## config.mk

```make
export PLATFORM = sky130hd
export DESIGN_NAME = axi_burst_master
export DESIGN_NICKNAME = d
export VERILOG_FILES = /design/src/rtl/axi_pkg.sv /design/src/rtl/axi_burst_master.sv
export SDC_FILE = /design/constraint.sdc
export NUM_CORES = 1
export LEC_CHECK = 0
export ABC_AREA = 0
export ABC_CLOCK_PERIOD_IN_PS = 2200
export CELL_PAD_IN_SITES_DETAIL_PLACEMENT = 1
export CELL_PAD_IN_SITES_GLOBAL_PLACEMENT = 1
export CORE_AREA = 2 2 177 179
export DETAILED_ROUTE_END_ITERATION = 8
export DIE_AREA = 0 0 179 181
export PLACE_DENSITY = 0.64
export SLEW_MARGIN = 25
export SYNTH_ARGS = -nofsm -noshare
export SYNTH_HDL_FRONTEND = slang
export SYNTH_SLANG_ARGS = --single-unit
```

## constraint.sdc

```tcl
create_clock -name clk -period 2.2 [get_ports clk]
set_input_delay 0.33 -clock clk [delete_from_list [all_inputs] [get_ports clk]]
set_output_delay 0.33 -clock clk [all_outputs]
set_load 0.01 [all_outputs]
```

## src/rtl/axi_pkg.sv

```systemverilog
// Shared AXI3 constants and the burst-master state encoding.
package axi_pkg;

    localparam logic [1:0] BURST_FIXED = 2'b00;
    localparam logic [1:0] BURST_INCR  = 2'b01;
    localparam logic [1:0] BURST_WRAP  = 2'b10;

    localparam logic [1:0] RESP_OKAY   = 2'b00;
    localparam logic [1:0] RESP_EXOKAY = 2'b01;
    localparam logic [1:0] RESP_SLVERR = 2'b10;
    localparam logic [1:0] RESP_DECERR = 2'b11;

    typedef enum logic [2:0] {
        IDLE,
        WR_ADDR,
        WR_DATA,
        WR_RESP,
        RD_ADDR,
        RD_DATA
    } burst_state_e;

endpackage

```

## src/rtl/axi_burst_master.sv

```systemverilog
// Single-outstanding AXI3 INCR burst master with pass-through data streams.
// Optional no-progress watchdog enabled by defining AXI_BURST_MASTER_TIMEOUT_EN.
module axi_burst_master
    import axi_pkg::*;
#(
    parameter int DataBits      = 64,
    parameter int AxiAddrBits   = 32,
    parameter int TimeoutCycles = 1024
) (
    input  logic                     clk,
    input  logic                     rst_n,

    input  logic                     cmd_valid,
    output logic                     cmd_ready,
    input  logic                     cmd_write,
    input  logic [AxiAddrBits-1:0]   cmd_addr,
    input  logic [3:0]               cmd_len,

    input  logic                     wr_valid,
    output logic                     wr_ready,
    input  logic [DataBits-1:0]      wr_data,

    output logic                     rd_valid,
    input  logic                     rd_ready,
    output logic [DataBits-1:0]      rd_data,
    output logic                     rd_last,

    output logic                     done,
    output logic                     err,
    output logic                     timeout,

    output logic [3:0]               mst_awid,
    output logic [AxiAddrBits-1:0]   mst_awaddr,
    output logic [3:0]               mst_awlen,
    output logic [2:0]               mst_awsize,
    output logic [1:0]               mst_awburst,
    output logic [1:0]               mst_awlock,
    output logic [3:0]               mst_awcache,
    output logic [2:0]               mst_awprot,
    output logic                     mst_awvalid,
    input  logic                     mst_awready,

    output logic [3:0]               mst_wid,
    output logic [DataBits-1:0]      mst_wdata,
    output logic [DataBits/8-1:0]    mst_wstrb,
    output logic                     mst_wlast,
    output logic                     mst_wvalid,
    input  logic                     mst_wready,

    input  logic [3:0]               mst_bid,
    input  logic [1:0]               mst_bresp,
    input  logic                     mst_bvalid,
    output logic                     mst_bready,

    output logic [3:0]               mst_arid,
    output logic [AxiAddrBits-1:0]   mst_araddr,
    output logic [3:0]               mst_arlen,
    output logic [2:0]               mst_arsize,
    output logic [1:0]               mst_arburst,
    output logic [1:0]               mst_arlock,
    output logic [3:0]               mst_arcache,
    output logic [2:0]               mst_arprot,
    output logic                     mst_arvalid,
    input  logic                     mst_arready,

    input  logic [3:0]               mst_rid,
    input  logic [DataBits-1:0]      mst_rdata,
    input  logic [1:0]               mst_rresp,
    input  logic                     mst_rlast,
    input  logic                     mst_rvalid,
    output logic                     mst_rready
);

    localparam int ByteBits = $clog2(DataBits / 8);
    localparam logic [AxiAddrBits-1:0] AlignMask =
        ~((AxiAddrBits'(1) << ByteBits) - AxiAddrBits'(1));

    burst_state_e           state_reg, state_next;
    logic [AxiAddrBits-1:0] addr_reg;
    logic [3:0]             len_reg;
    logic [3:0]             beat_reg;
    logic                   awvalid_reg, arvalid_reg;
    logic                   rd_err_reg;
    logic                   done_reg, err_reg;
    logic                   done_next, err_next;

    logic in_wr, in_rd;
    logic cmd_hs, aw_hs, w_hs, b_hs, ar_hs, r_hs;
    logic last_beat, beat_err;

    assign in_wr     = (state_reg == WR_DATA);
    assign in_rd     = (state_reg == RD_DATA);
    assign cmd_ready = (state_reg == IDLE);

    assign cmd_hs = cmd_valid & cmd_ready;
    assign aw_hs  = awvalid_reg & mst_awready;
    assign ar_hs  = arvalid_reg & mst_arready;
    assign w_hs   = mst_wvalid & mst_wready;
    assign b_hs   = mst_bvalid & mst_bready;
    assign r_hs   = mst_rvalid & mst_rready;

    assign last_beat = (beat_reg == len_reg);
    // A beat is bad if the slave flags it or its rlast disagrees with our own count.
    assign beat_err  = (mst_rresp != RESP_OKAY) | (mst_rlast != last_beat);

    always_ff @(posedge clk or negedge rst_n) begin
        if (!rst_n) begin
            state_reg <= IDLE;
        end else begin
            state_reg <= state_next;
        end
    end

    always_comb begin
        state_next = state_reg;
        done_next  = 1'b0;
        err_next   = 1'b0;
        case (state_reg)
            IDLE: begin
                if (cmd_hs) begin
                    state_next = cmd_write ? WR_ADDR : RD_ADDR;
                end
            end
            WR_ADDR: begin
                if (aw_hs) begin
                    state_next = WR_DATA;
                end
            end
            WR_DATA: begin
                if (w_hs && last_beat) begin
                    state_next = WR_RESP;
                end
            end
            WR_RESP: begin
                if (b_hs) begin
                    state_next = IDLE;
                    done_next  = 1'b1;
                    err_next   = (mst_bresp != RESP_OKAY);
                end
            end
            RD_ADDR: begin
                if (ar_hs) begin
                    state_next = RD_DATA;
                end
            end
            RD_DATA: begin
                // Beat count alone ends the burst; an early rlast only raises err.
                if (r_hs && last_beat) begin
                    state_next = IDLE;
                    done_next  = 1'b1;
                    err_next   = rd_err_reg | beat_err;
                end
            end
            default: begin
                state_next = IDLE;
            end
        endcase
    end

    always_ff @(posedge clk or negedge rst_n) begin
        if (!rst_n) begin
            addr_reg    <= '0;
            len_reg     <= '0;
            beat_reg    <= '0;
            awvalid_reg <= 1'b0;
            arvalid_reg <= 1'b0;
            rd_err_reg  <= 1'b0;
            done_reg    <= 1'b0;
            err_reg     <= 1'b0;
        end else begin
            if (cmd_hs) begin
                addr_reg <= cmd_addr;
                len_reg  <= cmd_len;
            end
            awvalid_reg <= (state_next == WR_ADDR);
            arvalid_reg <= (state_next == RD_ADDR);
            if (aw_hs || ar_hs) begin
                beat_reg <= '0;
            end else if (w_hs || r_hs) begin
                beat_reg <= beat_reg + 4'd1;
            end
            if (ar_hs) begin
                rd_err_reg <= 1'b0;
            end else if (r_hs) begin
                rd_err_reg <= rd_err_reg | beat_err;
            end
            done_reg <= done_next;
            err_reg  <= err_next;
        end
    end

    assign done = done_reg;
    assign err  = err_reg;

    assign mst_awid    = '0;
    assign mst_awaddr  = addr_reg & AlignMask;
    assign mst_awlen   = len_reg;
    assign mst_awsize  = 3'(ByteBits);
    assign mst_awburst = BURST_INCR;
    assign mst_awlock  = '0;
    assign mst_awcache = '0;
    assign mst_awprot  = '0;
    assign mst_awvalid = awvalid_reg;

    assign mst_wid    = '0;
    assign mst_wdata  = wr_data;
    assign mst_wstrb  = '1;
    assign mst_wlast  = in_wr & last_beat;
    assign mst_wvalid = in_wr & wr_valid;
    assign wr_ready   = in_wr & mst_wready;

    assign mst_bready = (state_reg == WR_RESP);

    assign mst_arid    = '0;
    assign mst_araddr  = addr_reg & AlignMask;
    assign mst_arlen   = len_reg;
    assign mst_arsize  = 3'(ByteBits);
    assign mst_arburst = BURST_INCR;
    assign mst_arlock  = '0;
    assign mst_arcache = '0;
    assign mst_arprot  = '0;
    assign mst_arvalid = arvalid_reg;

    assign rd_valid   = in_rd & mst_rvalid;
    assign mst_rready = in_rd & rd_ready;
    assign rd_data    = in_rd ? mst_rdata : '0;
    assign rd_last    = in_rd & last_beat;

    // Response ids are irrelevant with a single burst outstanding.
    logic unused_ids;
    assign unused_ids = ^{mst_bid, mst_rid};

`ifdef AXI_BURST_MASTER_TIMEOUT_EN
    localparam int ToBits = $clog2(TimeoutCycles + 1);
    localparam logic [ToBits-1:0] ToLimit = ToBits'(TimeoutCycles);

    logic [ToBits-1:0] to_cnt_reg;
    logic              timeout_reg;
    logic              any_hs;

    assign any_hs = aw_hs | w_hs | b_hs | ar_hs | r_hs;

    always_ff @(posedge clk or negedge rst_n) begin
        if (!rst_n) begin
            to_cnt_reg  <= '0;
            timeout_reg <= 1'b0;
        end else begin
            if (cmd_ready || any_hs) begin
                to_cnt_reg <= '0;
            end else if (to_cnt_reg != ToLimit) begin
                to_cnt_reg <= to_cnt_reg + 1'b1;
            end
            if (to_cnt_reg == ToLimit) begin
                timeout_reg <= 1'b1;
            end
        end
    end

    assign timeout = timeout_reg;
`else
    localparam int unused_timeout_cycles = TimeoutCycles;
    assign timeout = 1'b0;
`endif

endmodule

```

## Word-level counts from Yosys, hierarchy flattened

Cells that the tools add are included.
W data, S select, Z words.

- Bits in registers: 48
- Input port bits: 188
- Output and inout bits: 261
- Logic and storage cells: 61

- $add $sub $neg: 1
- Equality and inequality tests: 9
- Muxes and demuxes: 19
- Bitwise gates (word level): 14
- Reductions and logical operators: 9

Operators with widths:

| operator | number |
|---|---|
| $mux W64 | 1 |
| $mux W3 | 7 |
| $pmux W3 S6 | 1 |
| $and A1 B1 Y1 | 12 |
| $eq A3 B3 Y1 const B | 3 |
| $mux W4 | 2 |
| $reduce_bool A2 Y1 | 4 |
| $eq A3 B1 Y1 const B | 2 |
| $eq A3 B2 Y1 const B | 2 |
| $mux W1 | 6 |
| $add A4 B1 Y4 const B | 1 |
| $eq A4 B4 Y1 | 1 |
| $pmux W1 S2 | 2 |
| $logic_not A3 Y1 | 1 |
| $logic_and A1 B1 Y1 | 2 |
| $logic_or A1 B1 Y1 | 2 |
| $or A1 B1 Y1 | 2 |
| $ne A1 B1 Y1 | 1 |

## Logic depth before layout (Yosys ltp)

- Depth in word-level cells: 7
- Gate-level depth with buffers: 5

## Worst setup path after synthesis

No wires, ideal clock.

- Kind: register to output
- Start point: reg state_reg[1]
- End point: out rd_data[34]
- Data arrival time: 1.340 ns
- Data required time: 1.870 ns
- Path slack: 0.530 ns
- Cell stages (with the launch flop): 6
- Path buffers: 3
- Cell sequence: dfrtp_1 > and3b_2 > clkbuf_4 > clkbuf_1 > clkbuf_1 > and2_1

- Cells in the longest elaborated chain, start to end: 2

RTL lines:

| what | line | RTL |
|---|---|---|
| start: declaration | axi_burst_master.sv:78 | `burst_state_e state_reg, state_next;` |
| start signal: assignment | axi_burst_master.sv:110 | `state_reg <= state_next;` |
| $eq A3 B3 Y1 | axi_burst_master.sv:92 | `assign in_rd = (state_reg == RD_DATA);` |
| $mux W64 | axi_burst_master.sv:226 | `assign rd_data = in_rd ? mst_rdata : '0;` |
| end: declaration | axi_burst_master.sv:25 | `output logic [DataBits-1:0] rd_data,` |

No other way between the ends.

## Worst setup path in the final report

- Start point: reg state_reg[0]
- End point: out cmd_ready

- Cells in the longest elaborated chain, start to end: 1

RTL lines:

| what | line | RTL |
|---|---|---|
| $logic_not A3 Y1 | axi_burst_master.sv:93 | `assign cmd_ready = (state_reg == IDLE);` |
| end: declaration | axi_burst_master.sv:14 | `output logic cmd_ready,` |

No other way between the ends.

==> run_results.csv <==
group,metric,value,unit
sta,finClkSkew,0.00399,ns
sta,fmax,488,MHz
sta,final_max_slew_viol_count,0,
synthesis,async_flop_share,100,%
synthesis,ys_types,38,
die,core.rowCount,64,
routing,postRouteAntennaNets,0,
synthesis,synth_seq_area_share,31.5,%
synthesis,synth_seq_cells,45,
clocking,htree_levels,2,
clocking,clk_latency,0.29,ns
sta,hold_violations,0,
synthesis,synth_ff_type,"dfrtp_1",
finish,syn_to_final_growth,64.9,%
placement,io_buffers,254,
sta,timing.slew.headroom,60.5,%
finish,largest_register_ff_count,29,
die,die_area,32400,sq um
flow_run,maxCapViolCount,0,
finish,multi_input_area,1390,sq um
clocking,clk_pin_slew,0.07,ns
routing,wire_per_inst,14.3,um
clocking,clk_path_buf_depth,2,
routing,first_pass_iters,4,
placement,dp_hpwl,11100,um
clocking,cts_buffers,5,
die,fp.dieW,179,um
global_route,grt_pass1_vias,3050,
critical_path,crit_path_max_fanout,10,
global_route,grtUsageTotal,7.74,%
synthesis,synthCells,371,
routing,detail_route.wirelength,13400,um
synthesis,synth_edf_count,0,
finish,final_common_cell,"clkdlybuf4s50_1",
critical_path,cp.required,1.87,ns
finish,final_cells,933,
synthesis,avgSynthCellArea,9.63,sq um
clocking,cts_root_buf,"clkbuf_16",
power_and_ir_drop,ir_drop,0.450,mV
sta,rsz0062_at_grt,"false",
die,coreArea,30300,sq um
clocking,hold_buffers,0,
placement,dp_cells,925,
sta,finalSetupViolCount,0,
placement,place.gp.congestion,0.676,
synthesis,syn_area,3570,sq um
sta,setup_tns,0,ns
critical_path,rrSetupSlack,0.53,ns
finish,nNetsFinal,725,
worst_hold_path,hold_path.class,"input pin to asynchronous set/reset pin",
routing,vias_per_cell,3.10,
global_route,grt_antenna_before_repair,5,
global_route,grt_pass1_wl,18500,um
routing,vias,2896,
finish,most-common-layout-cells,"clkdlybuf4s50_1, and2_1, conb_1, dlygate4sd2_1, dfrtp_1",
sta,worst_slew_pin_slew,0.592,ns
routing,drc,0,
global_route,overflow,0,
power_and_ir_drop,pwr_density_cell,1090,nW/um^2
finish,layout-drive-gt1-share,11.9,%
critical_path,crit_type,"flip-flop to output pin",
finish,regArea,1130,sq um
clocking,cts_tree,"yes",
power_and_ir_drop,p_leak,2.78,nW
critical_path,cp_data_arrival_time,1.72,ns
clocking,cts.sinks,45,
critical_path,startpoint_type,"flip-flop",
die,dieHeight,181,um
synthesis,synth_warnings,0,
critical_path,end_kind,"output pin",
finish,n_antenna_cell,0,
routing,first_iter_violations,33,
global_route,grt_start_max_net_pins,43,
sta,fin_crit_sh,93.1,%
die,io_pins,449,
die,start_util,11.8,%
sta,finalCriticalPeriod,2.05,ns
finish,fillers,3551,
outcome,outcome,"completed",
clocking,cts_setup_buffers,0,
## timing repair
action                     CTS  global route
hold endpoints to repair     0             0
setup endpoints to repair   46            22
gates resized for setup     46            22
## power by group
part	switching [mW]	internal (mW)
Sequential	0.305	1.20
Combinational	1.71	2.44
Clock	0.352	0.424
Total	2.37	4.07
## layout make-up
class / count / area share, %
Tap cell: 396 / 8.41
Multi-Input combinational cell: 209 / 23.7
Inverter: 4 / 0.255
Timing Repair Buffer: 271 / 46.1
Clock buffer: 5 / 2.12
Clock inverter: 3 / 0.361
Sequential cell: 45 / 19.1
## synthesized netlist by cell type, types with 3 or more instances
| cell | number | area [sq um] |
|---|---|---|
| mux2_2 | 31 | 349 |
| clkbuf_1 | 7 | 26.3 |
| xnor2_1 | 4 | 35.0 |
| buf_6 | 5 | 56.3 |
| dfrtp_1 | 45 | 1130 |
| inv_1 | 4 | 15.0 |
| and4bb_2 | 3 | 37.5 |
| nor2b_1 | 3 | 18.8 |
| nor2_1 | 7 | 26.3 |
| buf_4 | 152 | 1140 |
| nand2_1 | 8 | 30.0 |
| and2_1 | 66 | 413 |
| o21ai_0 | 3 | 15.0 |
## cell families (layout without fill, tap and decap cells)
kind of cell             after synthesis  after routing  share of synthesized area, %
other                                  2             55                         0.210
AND/OR/NAND/NOR                       99             99                          17.3
multiplexers                          34             34                          10.7
buffers and inverters                170            283                          35.0
AO/OA/AOI/OAI                         14             14                          3.36
XOR/XNOR                               6              6                          1.47
adder cells (fa/ha/maj)                1              1                         0.350
flip-flops                            45             45                          31.5
## per-layer routing
layer | global-route usage [%] | part of all wire (%) | vias up
met4 | 3.71 | 4.2 | 10
li1 | - | - | 1307
met2 | 13.1 | 47 | 210
met1 | 7.60 | 34 | 1317
met5 | 0 | 0.40 | -
met3 | 4.31 | 14 | 52
## stage by stage
| stage | area [sq um] | worst slack, ns | total power [mW] | hold WS (ns) | util [%] |
|---|---|---|---|---|---|
| after global placement | 5740 | 0.114 | 5.99 | 0.381 | 18.9 |
| after floorplan | 3770 | 0.530 | 3.76 | 0.0344 | - |
| after CTS | 5830 | 0.000487 | 6.65 | 0.0397 | 19.2 |
| final | 5890 | 0.151 | 6.43 | 0.0303 | 19.4 |
| after detailed placement | 5740 | 0.136 | 6.01 | 0.384 | 18.9 |
| after global routing | 5890 | 0.0128 | 6.92 | 0.0655 | 19.4 |
## worst paths after layout
kind,start,endpoint,cells after the start
max,state_reg[0],cmd_ready,3
min,rst_n,addr_reg[16],1
max reg2reg,state_reg[2],beat_reg[3],6
min reg2reg,addr_reg[21],addr_reg[21],1
max in group asynchronous,rst_n,mst_arvalid,2
min in group clk,addr_reg[21],addr_reg[21],1
## worst max-delay path, cell delays in order, from the launching register on
cell	delay, ns
dfrtp_1	0.38
buf_4	0.18
nor3_1	0.24
clkdlybuf4s50_1	0.63
Note: power is estimated with default switching activity, not from simulation.
